`src/rtl/hello_scroll_ctrl.sv`:
```
// hello_scroll_ctrl: scrolls "HELLO   " across NUM_DIGITS 7-seg digits.
// Ports: i_clk, i_rst (sync, active-high), i_run, i_step, i_dir,
//        o_codes (3 bits/digit, digit0 = LSBs), o_pos, o_tick.
module hello_scroll_ctrl #(
  parameter int NUM_DIGITS = 6,
  parameter int TICK_DIV   = 50000000
) (
  input  logic                    i_clk,
  input  logic                    i_rst,
  input  logic                    i_run,
  input  logic                    i_step,
  input  logic                    i_dir,
  output logic [3*NUM_DIGITS-1:0] o_codes,
  output logic [2:0]              o_pos,
  output logic                    o_tick
);

  localparam int DW = (TICK_DIV > 1) ? $clog2(TICK_DIV) : 1;
  localparam logic [DW-1:0] DIV_TERM = DW'(TICK_DIV - 1);
  localparam logic [2:0] C_BLANK = 3'd4;

  typedef enum logic [1:0] {
    S_BLANK,
    S_HOLD,
    S_RUN
  } state_t;

  state_t        r_state;
  state_t        w_state_nxt;
  logic [2:0]    r_pos;
  logic [2:0]    w_pos_nxt;
  logic [DW-1:0] r_div;
  logic [DW-1:0] w_div_nxt;
  logic          r_tick;
  logic          w_adv;
  logic [3*NUM_DIGITS-1:0] r_codes;
  logic [3*NUM_DIGITS-1:0] w_codes_nxt;

  function automatic logic [2:0] f_msg(
    input logic [2:0] idx
  );
    logic [2:0] c;
    case (idx)
      3'd0:    c = 3'd0;
      3'd1:    c = 3'd1;
      3'd2:    c = 3'd2;
      3'd3:    c = 3'd2;
      3'd4:    c = 3'd3;
      default: c = C_BLANK;
    endcase
    return c;
  endfunction

  // Leftmost digit shows msg[pos]; each digit to the right
  // shows the following message symbol (mod 8).
  function automatic logic [3*NUM_DIGITS-1:0] f_codes(
    input logic [2:0] pos
  );
    logic [3*NUM_DIGITS-1:0] v;
    logic [2:0]              idx;
    v = '0;
    for (int d = 0; d < NUM_DIGITS; d++) begin
      idx = pos + 3'(NUM_DIGITS - 1 - d);
      v[3*d +: 3] = f_msg(idx);
    end
    return v;
  endfunction

  function automatic logic [3*NUM_DIGITS-1:0] f_blank();
    logic [3*NUM_DIGITS-1:0] v;
    v = '0;
    for (int d = 0; d < NUM_DIGITS; d++) begin
      v[3*d +: 3] = C_BLANK;
    end
    return v;
  endfunction

  always_ff @(posedge i_clk) begin
    if (i_rst) begin
      r_state <= S_BLANK;
      r_pos   <= 3'd0;
      r_div   <= '0;
      r_tick  <= 1'b0;
      r_codes <= f_blank();
    end else begin
      r_state <= w_state_nxt;
      r_pos   <= w_pos_nxt;
      r_div   <= w_div_nxt;
      r_tick  <= w_adv;
      r_codes <= w_codes_nxt;
    end
  end

  always_comb begin
    w_state_nxt = r_state;
    w_div_nxt   = r_div;
    w_adv       = 1'b0;
    unique case (r_state)
      S_BLANK: begin
        if (i_run) begin
          w_state_nxt = S_RUN;
          w_div_nxt   = '0;
        end else if (i_step) begin
          w_state_nxt = S_HOLD;
        end
      end
      S_HOLD: begin
        if (i_run) begin
          w_state_nxt = S_RUN;
          w_div_nxt   = '0;
        end else if (i_step) begin
          w_adv = 1'b1;
        end
      end
      S_RUN: begin
        // Leaving RUN never advances, even at terminal count.
        if (!i_run) begin
          w_state_nxt = S_HOLD;
          w_div_nxt   = '0;
        end else if (r_div == DIV_TERM) begin
          w_adv     = 1'b1;
          w_div_nxt = '0;
        end else begin
          w_div_nxt = r_div + DW'(1);
        end
      end
      default: begin
        w_state_nxt = S_BLANK;
        w_div_nxt   = '0;
      end
    endcase
  end

  always_comb begin
    w_pos_nxt = r_pos;
    if (w_adv) begin
      w_pos_nxt = i_dir ? r_pos - 3'd1 : r_pos + 3'd1;
    end
  end

  // Codes are computed from next-state values so they land
  // on the same edge as Pos and Tick.
  always_comb begin
    if (w_state_nxt == S_BLANK) begin
      w_codes_nxt = f_blank();
    end else begin
      w_codes_nxt = f_codes(w_pos_nxt);
    end
  end

  assign o_codes = r_codes;
  assign o_pos   = r_pos;
  assign o_tick  = r_tick;

endmodule

```
`config.mk`:
```
export PLATFORM = sky130hd
export DESIGN_NAME = hello_scroll_ctrl
export DESIGN_NICKNAME = d
export VERILOG_FILES = /design/src/rtl/hello_scroll_ctrl.sv
export SDC_FILE = /design/constraint.sdc
export NUM_CORES = 1
export LEC_CHECK = 0
export CAP_MARGIN = 15
export CORE_MARGIN = 1.5
export CORE_UTILIZATION = 40
export CTS_BUF_LIST = sky130_fd_sc_hd__clkbuf_2 sky130_fd_sc_hd__clkbuf_4 sky130_fd_sc_hd__clkbuf_8
export DETAILED_ROUTE_END_ITERATION = 12
export GPL_TIMING_DRIVEN = 0
export PLACE_DENSITY = 0.58
export REMOVE_ABC_BUFFERS = 1
export SETUP_SLACK_MARGIN = 0.1
export SYNTH_ARGS = -nofsm -noshare
export SYNTH_HDL_FRONTEND = slang
export SYNTH_SLANG_ARGS = --single-unit
```
`constraint.sdc`:
```
create_clock -name i_clk -period 3.5 [get_ports i_clk]
set_input_delay 0.7 -clock i_clk [delete_from_list [all_inputs] [get_ports i_clk]]
set_output_delay 0.7 -clock i_clk [all_outputs]
set_load 0.02 [all_outputs]
```
==> metrics.md, run 1 <==
| Metric | Value |
|---|---|
| 1st-iter DRT viols | `64` |
| Met3 usage | `3.93%` |
| Via density | `5.33` |
| Clock buffer depth | `2` |
| Clk slew on worst S/H paths | `100 ps` |
| Simple-gate share of the synthesized area | `25.4%` |
| Cells after Synth | `283` |
| Residual DRC | `0` |
| Most numerous cell in the Yosys netlist | `dfxtp_1` |
| Port bufs | `26` |
| Power Density | `438 mW/mm2` |
| Clock Sinks | `50` |
| Vias in the first global route | `1,823` |
| Crit share post-route | `90.4%` |
| RSZ-0062 raised after global routing | `false` |
| Global-route wire length before repair | `8.83 mm` |
| Initial antenna violation count | `0` |
| Fmax | `316 MHz` |
| Post-DP HPWL | `3.60 mm` |
| Total Routing Usage GR | `17.4%` |
| Routed via count | `2,025` |
| Pre-CTS WS | `-401 ps` |
| Final worst slack | `336 ps` |
| WS Path Type | `input pin to flip-flop` |
| Clk_lat worst skew | `310 ps` |
| Synth warn | `0` |
| Clock root cell | `clkbuf_8` |
| Final instance area | `0.00284 mm2` |
| Grt peak-use layer | `met1` |
| Post-synthesis sequential area ratio | `41.4%` |
| Yosys reg bits | `50` |
| Yosys cell types | `49` |
| Final cell count without fillers | `380` |
| Met2 Use GR | `24.6%` |
| Slew headroom | `39.5%` |
| Core Box Area | `0.00589 mm2` |
| # setup viols final | `0` |
| Share of the synthesized area in the top cell type | `41.4%` |
| Final hold violations | `0` |
| Static leakage | `1.01 nW` |
| P&R area growth vs syn | `17.5%` |
| DRT antenna net count | `0` |
| GP Congestion | `0.862` |
| Layout cell share with drive strength beyond 1 | `5.57%` |
| Routed len/inst | `13.3 um` |
| Final core occ | `48.3%` |
| Mapped Area | `0.00242 mm2` |
| CTS tree | `built` |
| Postcts setup bufs | `0` |
| TritonCTS Buffers | `5` |
| Top post-synthesis cells by area | `dfxtp_1, nor2_1, xor2_1` |
| Mux cell area share after synthesis | `0.880%` |
| Placed cell areas | `0.00271 mm2` |
| Main combinational cell family by area after synthesis | `simple AND/OR/NAND/NOR gates` |
| Register area | `0.00100 mm2` |
| Row cnt | `28` |
| Post-CTS resize count | `1` |
| Critical Path RT | `3740 ps` |
| Final Skew | `7.94 ps` |
| MaxCap Viol Count | `0` |
| Htree depth | `2` |
| DRT Pass-1 Iters | `4` |
| Top FF cell, synth | `dfxtp_1` |
| Crit path DAT | `3400 ps` |
| Drt total wl | `5.05 mm` |
| Final #Nets | `318` |
| Initial Utilization | `41.1%` |
| Actual slew at the worst max-slew pin | `904 ps` |
| Worst vdd ir | `196 uV` |
| Die height | `80.7 um` |
| Compound-cell area share of the yosys netlist | `16.5%` |
| Yosys top cell by area | `dfxtp_1` |
| Met1 Use GR | `26.4%` |
| Setup crit end kind | `flip-flop` |
| Die X | `80.7 um` |
| Multi-input combinational cell area | `0.00135 mm2` |
| Asr flop ratio synth | `0%` |
| Final slew viol count | `0` |
| Largest net degree at the start of global routing | `20` |
| Outcome | `complete, no violations` |
| Cts hold-fix bufs | `0` |
| Placed Instances | `372` |
| DIE AREA | `0.00652 mm2` |
| Overflow after GRT | `0` |
| Post-synthesis xor/xnor area fraction | `7.51%` |
| Hold WC Path Type | `flip-flop to flip-flop` |
| EDFF count, synth | `0` |
| Fillcell total | `583` |
| Kind of start point of the critical path | `input pin` |
| ANT cells | `0` |
| Synthesized area per cell | `8.54 um2` |
| CP Max Fanout | `11` |
| # IOs | `27` |
| Adder-Cell Fraction of Synth Area | `4.97%` |
| Crit path time final | `3160 ps` |
| Synth top cells by count | `dfxtp_1, nor2_1, nand2_1` |
## worst paths after layout
| kind | end | startpoint | depth (start not counted) | slack, ps |
|---|---|---|---|---|
| setup / recovery | o_codes[12]$_SDFF_PP0_ | i_run | 9 | 340 |
| setup reg to reg | o_codes[12]$_SDFF_PP0_ | r_state[1]$_SDFF_PP0_ | 10 | 400 |
| hold reg to reg | r_div[8]$_SDFFE_PP0P_ | r_div[8]$_SDFFE_PP0P_ | 2 | 480 |
| hold / removal | r_div[8]$_SDFFE_PP0P_ | r_div[8]$_SDFFE_PP0P_ | 2 | 480 |
## power by group
part | switching [mW] | internal, mW | total, mW
logic | 0.135 | 0.0899 | 0.225
clock network | 0.197 | 0.213 | 0.410
registers | 0.0132 | 0.598 | 0.611
total | 0.345 | 0.901 | 1.25
## through the flow
step	TNS [ps]	total power, mW	hold slack [ps]
6_report	0	1.25	484
3_5_place_dp	-1570	0.847	475
2_1_floorplan	0	0.757	442
5_1_grt	0	1.31	523
4_1_cts	0	1.26	490
3_3_place_gp	-1370	0.849	465
## layout by cell type (no fill, tap or decap), types with 2 or more instances in the layout
cell and n:
xnor2_1 4, nand4_1 11, o211ai_1 3, clkbuf_8 5, o21ai_0 13, nand3_1 11
and2_1 4, a21oi_1 21, a311oi_1 2, ha_1 8, nor3_1 8, and4_1 2
clkinvlp_4 2, a21o_1 4, or3_1 5, xor2_1 13, nand4b_1 2, clkdlybuf4s50_1 26
a31oi_1 5, dfxtp_1 50, and3_1 6, nor2_1 40, nand2_1 23, inv_1 5
o31ai_1 4, nor4_1 3
## cell families after synthesis
family,after synthesis
fa+ha+maj,9
compound gates,62
buf+inv,18
xor+xnor,19
mux,2
simple gates,123
flops,50
## cell type report
class | count | area share [%]
sequential | 50 | 35.2
timing repair buffer | 26 | 9.16
clock inverter | 3 | 1.59
inverter | 6 | 0.793
clock buffer | 5 | 2.42
multi-input combinational | 215 | 47.5
tap | 75 | 3.30
## registers in the layout, indices dropped and copies added, names as in the netlist
| signal | count |
|---|---|
| r_div | 26 |
| o_codes | 18 |
| o_pos | 3 |
| r_state | 2 |
| o_tick | 1 |
## per-layer routing
metal	up-vias	routed length [um]	share of wire, %
met5	-	0	0
met4	0	62	1.2
met3	6	145	2.9
met2	26	2070	41
met1	937	2770	55
li1	1056	-	-
## worst max-delay path: stages
cell             delay, ps
clkdlybuf4s50_1        540
nand3_1                140
nor2_1                  70
a32oi_4                410
mux2i_4                480
nor2_1                 140
ha_1                   380
or3_1                  400
a21oi_1                150
No activity file was read; power rests on OpenSTA's default activity.
==> run 2, diff against run 1 <==
- CORE_MARGIN: 1.5 -> unset
- CORE_UTILIZATION: 40 -> 34
- PLACE_DENSITY: 0.58 -> 0.51
==> metrics.md, run 2 (synthesis gave the netlist of run 1 again) <==
| Metric | Value |
|---|---|
| Outcome | `complete, no violations` |
| Most frequent cells in the layout | `dfxtp_1, nor2_1, clkdlybuf4s50_1, nand2_1, a21oi_1` |
| Worst R2R End | `o_codes[0]$_SDFF_PP0_` |
| 1st-iter DRT viols | `82` |
| Vias in the first global route | `1,915` |
| Hold WC Path Type | `flip-flop to flip-flop` |
| Clock Sinks | `50` |
| Slew headroom | `35.9%` |
| Worst vdd ir | `224 uV` |
| Layout cell share with drive strength beyond 1 | `5.57%` |
| GP Congestion | `0.746` |
| Routed via count | `2,048` |
| Critical R2R Launch | `r_state[1]$_SDFF_PP0_` |
| Clock root cell | `clkbuf_8` |
| Most common cell after layout, fill and taps aside | `dfxtp_1` |
| Clk_lat worst skew | `300 ps` |
| WHS Endpoint | `r_div[8]$_SDFFE_PP0P_` |
| MaxCap Viol Count | `0` |
| # setup viols final | `0` |
| Fmax | `312 MHz` |
| Clock buffer depth | `2` |
| ANT cells | `0` |
| DRT antenna net count | `0` |
| Global-route wire length before repair | `9.18 mm` |
| Total Routing Usage GR | `15.5%` |
| Crit share post-route | `91.7%` |
| DRT Pass-1 Iters | `4` |
| Critical Path RT | `3730 ps` |
| Final core occ | `42.4%` |
| Clk slew on worst S/H paths | `90 ps` |
| Worst hold path stage count | `2` |
| Final slew viol count | `0` |
| Post-DP HPWL | `3.70 mm` |
| # IOs | `27` |
| R2R setup slack | `360 ps` |
| DIE AREA | `0.00745 mm2` |
| Overflow after GRT | `0` |
| Postcts setup bufs | `0` |
| Final hold violations | `0` |
| Final #Nets | `318` |
| Static leakage | `1.03 nW` |
| Row cnt | `30` |
| CP Max Fanout | `11` |
| Setup crit end kind | `flip-flop` |
| Hold wc startpoint | `r_div[8]$_SDFFE_PP0P_` |
| Max FFs per register | `26` |
| Initial Utilization | `35.4%` |
| CTS tree | `built` |
| Hold WS | `489 ps` |
| Final Total Pwr | `1.33 mW` |
| Via density | `5.11` |
| Drt total wl | `5.21 mm` |
| Port bufs | `26` |
| Top reg by flops | `r_div` |
| Die height | `86.3 um` |
| WS Path Type | `input pin to flip-flop` |
| TritonCTS Buffers | `5` |
| Core Box Area | `0.00683 mm2` |
| RSZ-0062 raised after global routing | `false` |
| Power Density | `460 mW/mm2` |
| Kind of start point of the critical path | `input pin` |
| Routed len/inst | `13.0 um` |
| Crit path time final | `3210 ps` |
| Crit path DAT | `3440 ps` |
| Actual slew at the worst max-slew pin | `958 ps` |
| Final Skew | `8.87 ps` |
| Reg2reg path depth | `10` |
| Residual DRC | `0` |
| Die X | `86.3 um` |
| Initial antenna violation count | `0` |
| Largest net degree at the start of global routing | `20` |
| P&R area growth vs syn | `19.8%` |
| Htree depth | `2` |
[run 2: changes by cell type in the layout (fill, tap and decap cells not counted), sizes merged]
cell / change
bufinv: +1
clkinvlp: -2
clkbuf: +1
[run 2: how the worst max path moves through the flow]
stage                                      from                endpoint  slack, ps  cells past startpoint
after floorplan           r_state[0]$_SDFF_PP0_  o_codes[12]$_SDFF_PP0_        510                     10
after global placement                    i_run  o_codes[12]$_SDFF_PP0_       -360                      9
after detailed placement                  i_run   o_codes[0]$_SDFF_PP0_       -400                      9
after CTS                 r_div[0]$_SDFFE_PP0P_   o_codes[0]$_SDFF_PP0_        300                      9
after global routing                      i_run  o_codes[12]$_SDFF_PP0_        100                      9
final                                     i_run   o_codes[0]$_SDFF_PP0_        290                      9
[run 2: where the power goes]
group / leakage (nW) / switching, mW / internal [mW]
logic: 0.556 / 0.136 / 0.0900
registers: 0.406 / 0.0119 / 0.598
clock network: 0.0714 / 0.191 / 0.305
[run 2: metal layers]
metal	track usage [%]	vias up	routed length, um	share of wire (%)
met5	0	-	0	0
met3	2.86	5	186	3.6
met2	22.8	28	2220	43
met1	23.1	962	2750	53
li1	-	1053	-	-
met4	4.55	0	53	1.0
[run 2: what timing repair did]
item,CTS,global route
gates cloned,0,0
endpoints found under the setup margin,4,2
resized for setup,2,1
hold buffers,0,0
[run 2: stage by stage]
step	instances	worst slack (ps)	TNS, ps	instance area, um2
6_report	401	290	0	2900
5_1_grt	401	102	0	2900
4_1_cts	401	299	0	2890
3_5_place_dp	393	-399	-1610	2740
3_3_place_gp	393	-357	-1250	2740
2_1_floorplan	271	507	0	2360
[run 2: cell type report]
type	count	area (um2)
clock buffers	6	82.6
clock inverters	2	60.1
fillers	723	3940
inverters	6	22.5
multi-input cells	215	1350
flip-flops and latches	50	1000
well taps	96	120
repair buffers	26	260
[run 2: worst max-delay path: stages]
cell             delay (ps)
clkdlybuf4s50_1         530
nand3_1                 150
nor2_1                   80
a32oi_4                 400
mux2i_4                 480
nor2_1                  140
ha_1                    390
or3_1                   390
a21oi_1                 150
==> run 3, diff against run 2 <==
- clock period: 3.5 -> 3.4 ns (I/O delays scaled with it)
==> metrics.md, run 3 (synthesis gave the netlist of run 1 again) <==
| Metric | Value |
|---|---|
| Outcome | `complete, no violations` |
| Clock buffer depth | `2` |
| RSZ-0062 raised after global routing | `false` |
| # IOs | `27` |
| Clock root cell | `clkbuf_8` |
| Worst hold path stage count | `2` |
| Reg2reg path depth | `10` |
| Top reg by flops | `r_div` |
| Vias in the first global route | `1,915` |
| 1st-iter DRT viols | `89` |
| Worst vdd ir | `230 uV` |
| Power Density | `471 mW/mm2` |
| Routed via count | `2,053` |
| Drt total wl | `5.20 mm` |
| DRT antenna net count | `0` |
| Most common cell after layout, fill and taps aside | `dfxtp_1` |
| DIE AREA | `0.00745 mm2` |
| DRT Pass-1 Iters | `4` |
| Final hold violations | `0` |
| Htree depth | `2` |
| ANT cells | `0` |
| Port bufs | `26` |
| Critical R2R Launch | `r_state[1]$_SDFF_PP0_` |
| Crit share post-route | `92.0%` |
| Max FFs per register | `26` |
| Cts hold-fix bufs | `0` |
| Final slew viol count | `0` |
| Routed len/inst | `12.9 um` |
| Actual slew at the worst max-slew pin | `948 ps` |
| MaxCap Viol Count | `0` |
| Overflow after GRT | `0` |
| Row cnt | `30` |
| Setup_tns | `0 ps` |
| Initial antenna violation count | `0` |
| CP Max Fanout | `8` |
| Final Skew | `8.92 ps` |
| Hold WC Path Type | `flip-flop to flip-flop` |
| Fillcell total | `723` |
| R2R setup slack | `400 ps` |
| Post-DP HPWL | `3.70 mm` |
| Initial Utilization | `35.4%` |
| Clk slew on worst S/H paths | `90 ps` |
| Critical Path RT | `3630 ps` |
| Final #Nets | `320` |
| Most frequent cells in the layout | `dfxtp_1, nor2_1, clkdlybuf4s50_1, nand2_1, a21oi_1` |
| WS Path Type | `input pin to flip-flop` |
| Crit path time final | `3130 ps` |
| Worst Setup SP | `i_dir` |
| WHS Endpoint | `r_div[8]$_SDFFE_PP0P_` |
| Slew headroom | `36.6%` |
| Core Box Area | `0.00683 mm2` |
| P&R area growth vs syn | `20.4%` |
| Kind of start point of the critical path | `input pin` |
| Static leakage | `1.04 nW` |
| Clk_lat worst skew | `300 ps` |
| TritonCTS Buffers | `5` |
| CTS tree | `built` |
| Hold wc startpoint | `r_div[8]$_SDFFE_PP0P_` |
| Total Routing Usage GR | `15.5%` |
| Worst R2R End | `o_codes[0]$_SDFF_PP0_` |
| Layout cell share with drive strength beyond 1 | `6.19%` |
| Largest net degree at the start of global routing | `20` |
| Die height | `86.3 um` |
| Fmax | `320 MHz` |
| GP Congestion | `0.746` |
| Clock Sinks | `50` |
| Setup crit end kind | `flip-flop` |
| Die X | `86.3 um` |
| Global-route wire length before repair | `9.18 mm` |
| Final Total Pwr | `1.37 mW` |
| # setup viols final | `0` |
| Residual DRC | `0` |
| Crit path DAT | `3360 ps` |
| Via density | `5.09` |
## run 3: cell count changes in the layout (fill, tap and decap cells not counted)
cell   delta
buf_4     +2
## run 3: metrics by stage
stage | std cells | hold WS [ps] | utilization, % | area, um2 | setup slack (ps)
2_1_floorplan | 271 | 442 | - | 2360 | 407
3_3_place_gp | 393 | 467 | 40.1 | 2740 | -437
3_5_place_dp | 393 | 475 | 40.1 | 2740 | -479
4_1_cts | 401 | 486 | 42.4 | 2890 | 199
5_1_grt | 403 | 522 | 42.6 | 2910 | 146
6_report | 403 | 490 | 42.6 | 2910 | 273
## run 3: cell type report
cell class | count | area (um2) | area share (%)
multi-input cells | 215 | 1350 | 46.4
flip-flops and latches | 50 | 1000 | 34.4
repair buffers | 28 | 275 | 9.45
well taps | 96 | 120 | 4.13
clock buffers | 6 | 82.6 | 2.84
clock inverters | 2 | 60.1 | 2.06
inverters | 6 | 22.5 | 0.774
## run 3: where the power goes
| group | switching (mW) | internal, mW | total, mW | leakage [nW] |
|---|---|---|---|---|
| Clock | 0.196 | 0.314 | 0.510 | 0.0714 |
| Combinational | 0.140 | 0.0930 | 0.233 | 0.564 |
| Sequential | 0.0123 | 0.616 | 0.628 | 0.406 |
| Total | 0.349 | 1.02 | 1.37 | 1.04 |
## run 3: what timing repair did
item / 4_1_cts / 5_1_grt
pin swaps: 0 / 0
setup endpoints to repair: 7 / 4
setup buffers: 0 / 2
resized for setup: 2 / 1
## run 3: how the worst max path moves through the flow
stage                                        end  slack [ps]  cells after the start
final                      o_codes[0]$_SDFF_PP0_         270                      9
after CTS                  o_codes[0]$_SDFF_PP0_         200                      9
after global routing      o_codes[12]$_SDFF_PP0_         150                      9
after global placement    o_codes[12]$_SDFF_PP0_        -440                      9
after floorplan           o_codes[12]$_SDFF_PP0_         410                     10
after detailed placement   o_codes[0]$_SDFF_PP0_        -480                      9
## run 3: worst max-delay path: stages
cell	delay, ps
clkdlybuf4s50_1	470
fa_1	450
xor2_1	220
a21boi_0	120
a31oi_1	140
and3_1	350
ha_1	370
or3_1	390
a21oi_1	150
## run 3: metal layers
layer  GRT usage, %  wire length (um)  vias to the layer above  part of all wire [%]
li1               -                 -                     1055                     -
met1           23.1              2770                      965                    53
met2           22.8              2220                       28                    43
met3           2.86               157                        5                   3.0
met4           4.55                53                        0                   1.0
met5              0                 0                        -                     0
==> edit: new RTL, settings of run 3 <==
Change the parameter `NUM_DIGITS` from 6 to 8.
--- a/src/rtl/hello_scroll_ctrl.sv
+++ b/src/rtl/hello_scroll_ctrl.sv
@@ -2,7 +2,7 @@
 // Ports: i_clk, i_rst (sync, active-high), i_run, i_step, i_dir,
 //        o_codes (3 bits/digit, digit0 = LSBs), o_pos, o_tick.
 module hello_scroll_ctrl #(
-  parameter int NUM_DIGITS = 6,
+  parameter int NUM_DIGITS = 8,
   parameter int TICK_DIV   = 50000000
 ) (
   input  logic                    i_clk,
Interface: changed (resized o_codes); port bits go from 27 to 33. No check against the original RTL was run, so the function may have changed too.
==> edit against run 3 <==
- setup slack got worse by 0.082 ns
- wire length rose by 42%
- core utilization is 2.2 points higher
- total power up 1.1%
- sequential cell count grew 6
- synthesized area rose by 25%
- count of clock-buffer cells in the layout is 1 higher
- critical path depth increased by 4
- cell area grew 29%
- largest power group unchanged
- highest routed layer unchanged
==> edit: results (changes against run 3) <==
{
  "outcome": "finished, final reports clean",
  "finalWirelength": {"value": 7397, "unit": "um", "change": "+42%"},
  "postPlaceCellArea": {"value": 3416, "unit": "um2", "change": "+25%"},
  "grt_util_met1": {"value": 21.07, "unit": "%", "change": "-2.0 points"},
  "timing.hold.ws": {"value": 0.4895, "unit": "ns", "change": "-0.0003690 ns"},
  "ys_types": {"value": 67, "change": "+37%"},
  "port-buffer-count": {"value": 32, "change": "+23%"},
  "yosys.area_share.xor_xnor": {"value": 6.846, "unit": "%", "change": "-0.66 points"},
  "layout-area-overhead-vs-synth_pct": 24.65,
  "gp_congestion": {"value": 0.7947, "change": "+6.5%"},
  "maximum_clock_skew_at_final_layout": {"value": 0.01228, "unit": "ns", "change": "+0.003353 ns"},
  "cellInternalPower": {"value": 0.9831, "unit": "mW", "change": "-3.8%"},
  "grt_start_max_net_pins": {"value": 22, "change": "+10%"},
  "cp_slowest_stage_delay": {"value": 0.53, "unit": "ns", "change": "+0.06 ns"},
  "detailroute.via_count": {"value": 2675, "change": "+30%"},
  "first_global_vias": {"value": 2484, "change": "+30%"},
  "worstRegToRegCells": {"value": 13, "change": "+3"},
  "reg2reg_to": "o_codes[1]",
  "dr_wl_met2": {"value": 3648, "unit": "um", "change": "+64%"},
  "dp_worst_setup_slack": {"value": -1.021, "unit": "ns", "change": "-0.5418 ns"},
  "sequentialPowerShare": {"value": 50.8, "unit": "%", "change": "+5.0 points"},
  "rr_startpoint": "r_div[21]",
  "critical_path_peak_fanout": {"value": 6, "change": "-2"},
  "grt_first_pass_wirelength": {"value": 12170, "unit": "um", "change": "+33%"},
  "clk_lat_worst_skew": {"value": 0.32, "unit": "ns", "change": "+0.02 ns"}
}
## edit: cell type report
class                           count  share of cell area [%]
Sequential cell                    56                   30.49
Timing Repair Buffer               45                   11.02
Clock buffer                        7                   2.397
Tap cell                          105                   3.495
Clock inverter                      1                  0.1997
Inverter                           14                   1.498
Multi-Input combinational cell    275                   50.90
## edit: worst max path at each step
stage | start | cells after the start | to | slack (ns)
2_1_floorplan | i_dir | 12 | o_codes[1] | -0.08
3_3_place_gp | i_dir | 13 | o_codes[13] | -0.98
3_5_place_dp | i_dir | 13 | o_codes[13] | -1.02
6_report | i_dir | 13 | o_codes[1] | 0.19
5_1_grt | r_div[0] | 14 | o_codes[1] | 0.09
4_1_cts | r_state[1] | 14 | o_codes[13] | 0.1
## edit: timing repair
action / 4_1_cts / 5_1_grt
resized for setup: 25 / 25
endpoints found under the setup margin: 8 / 3
setup buffers: 7 / 5
pin swaps: 6 / 6
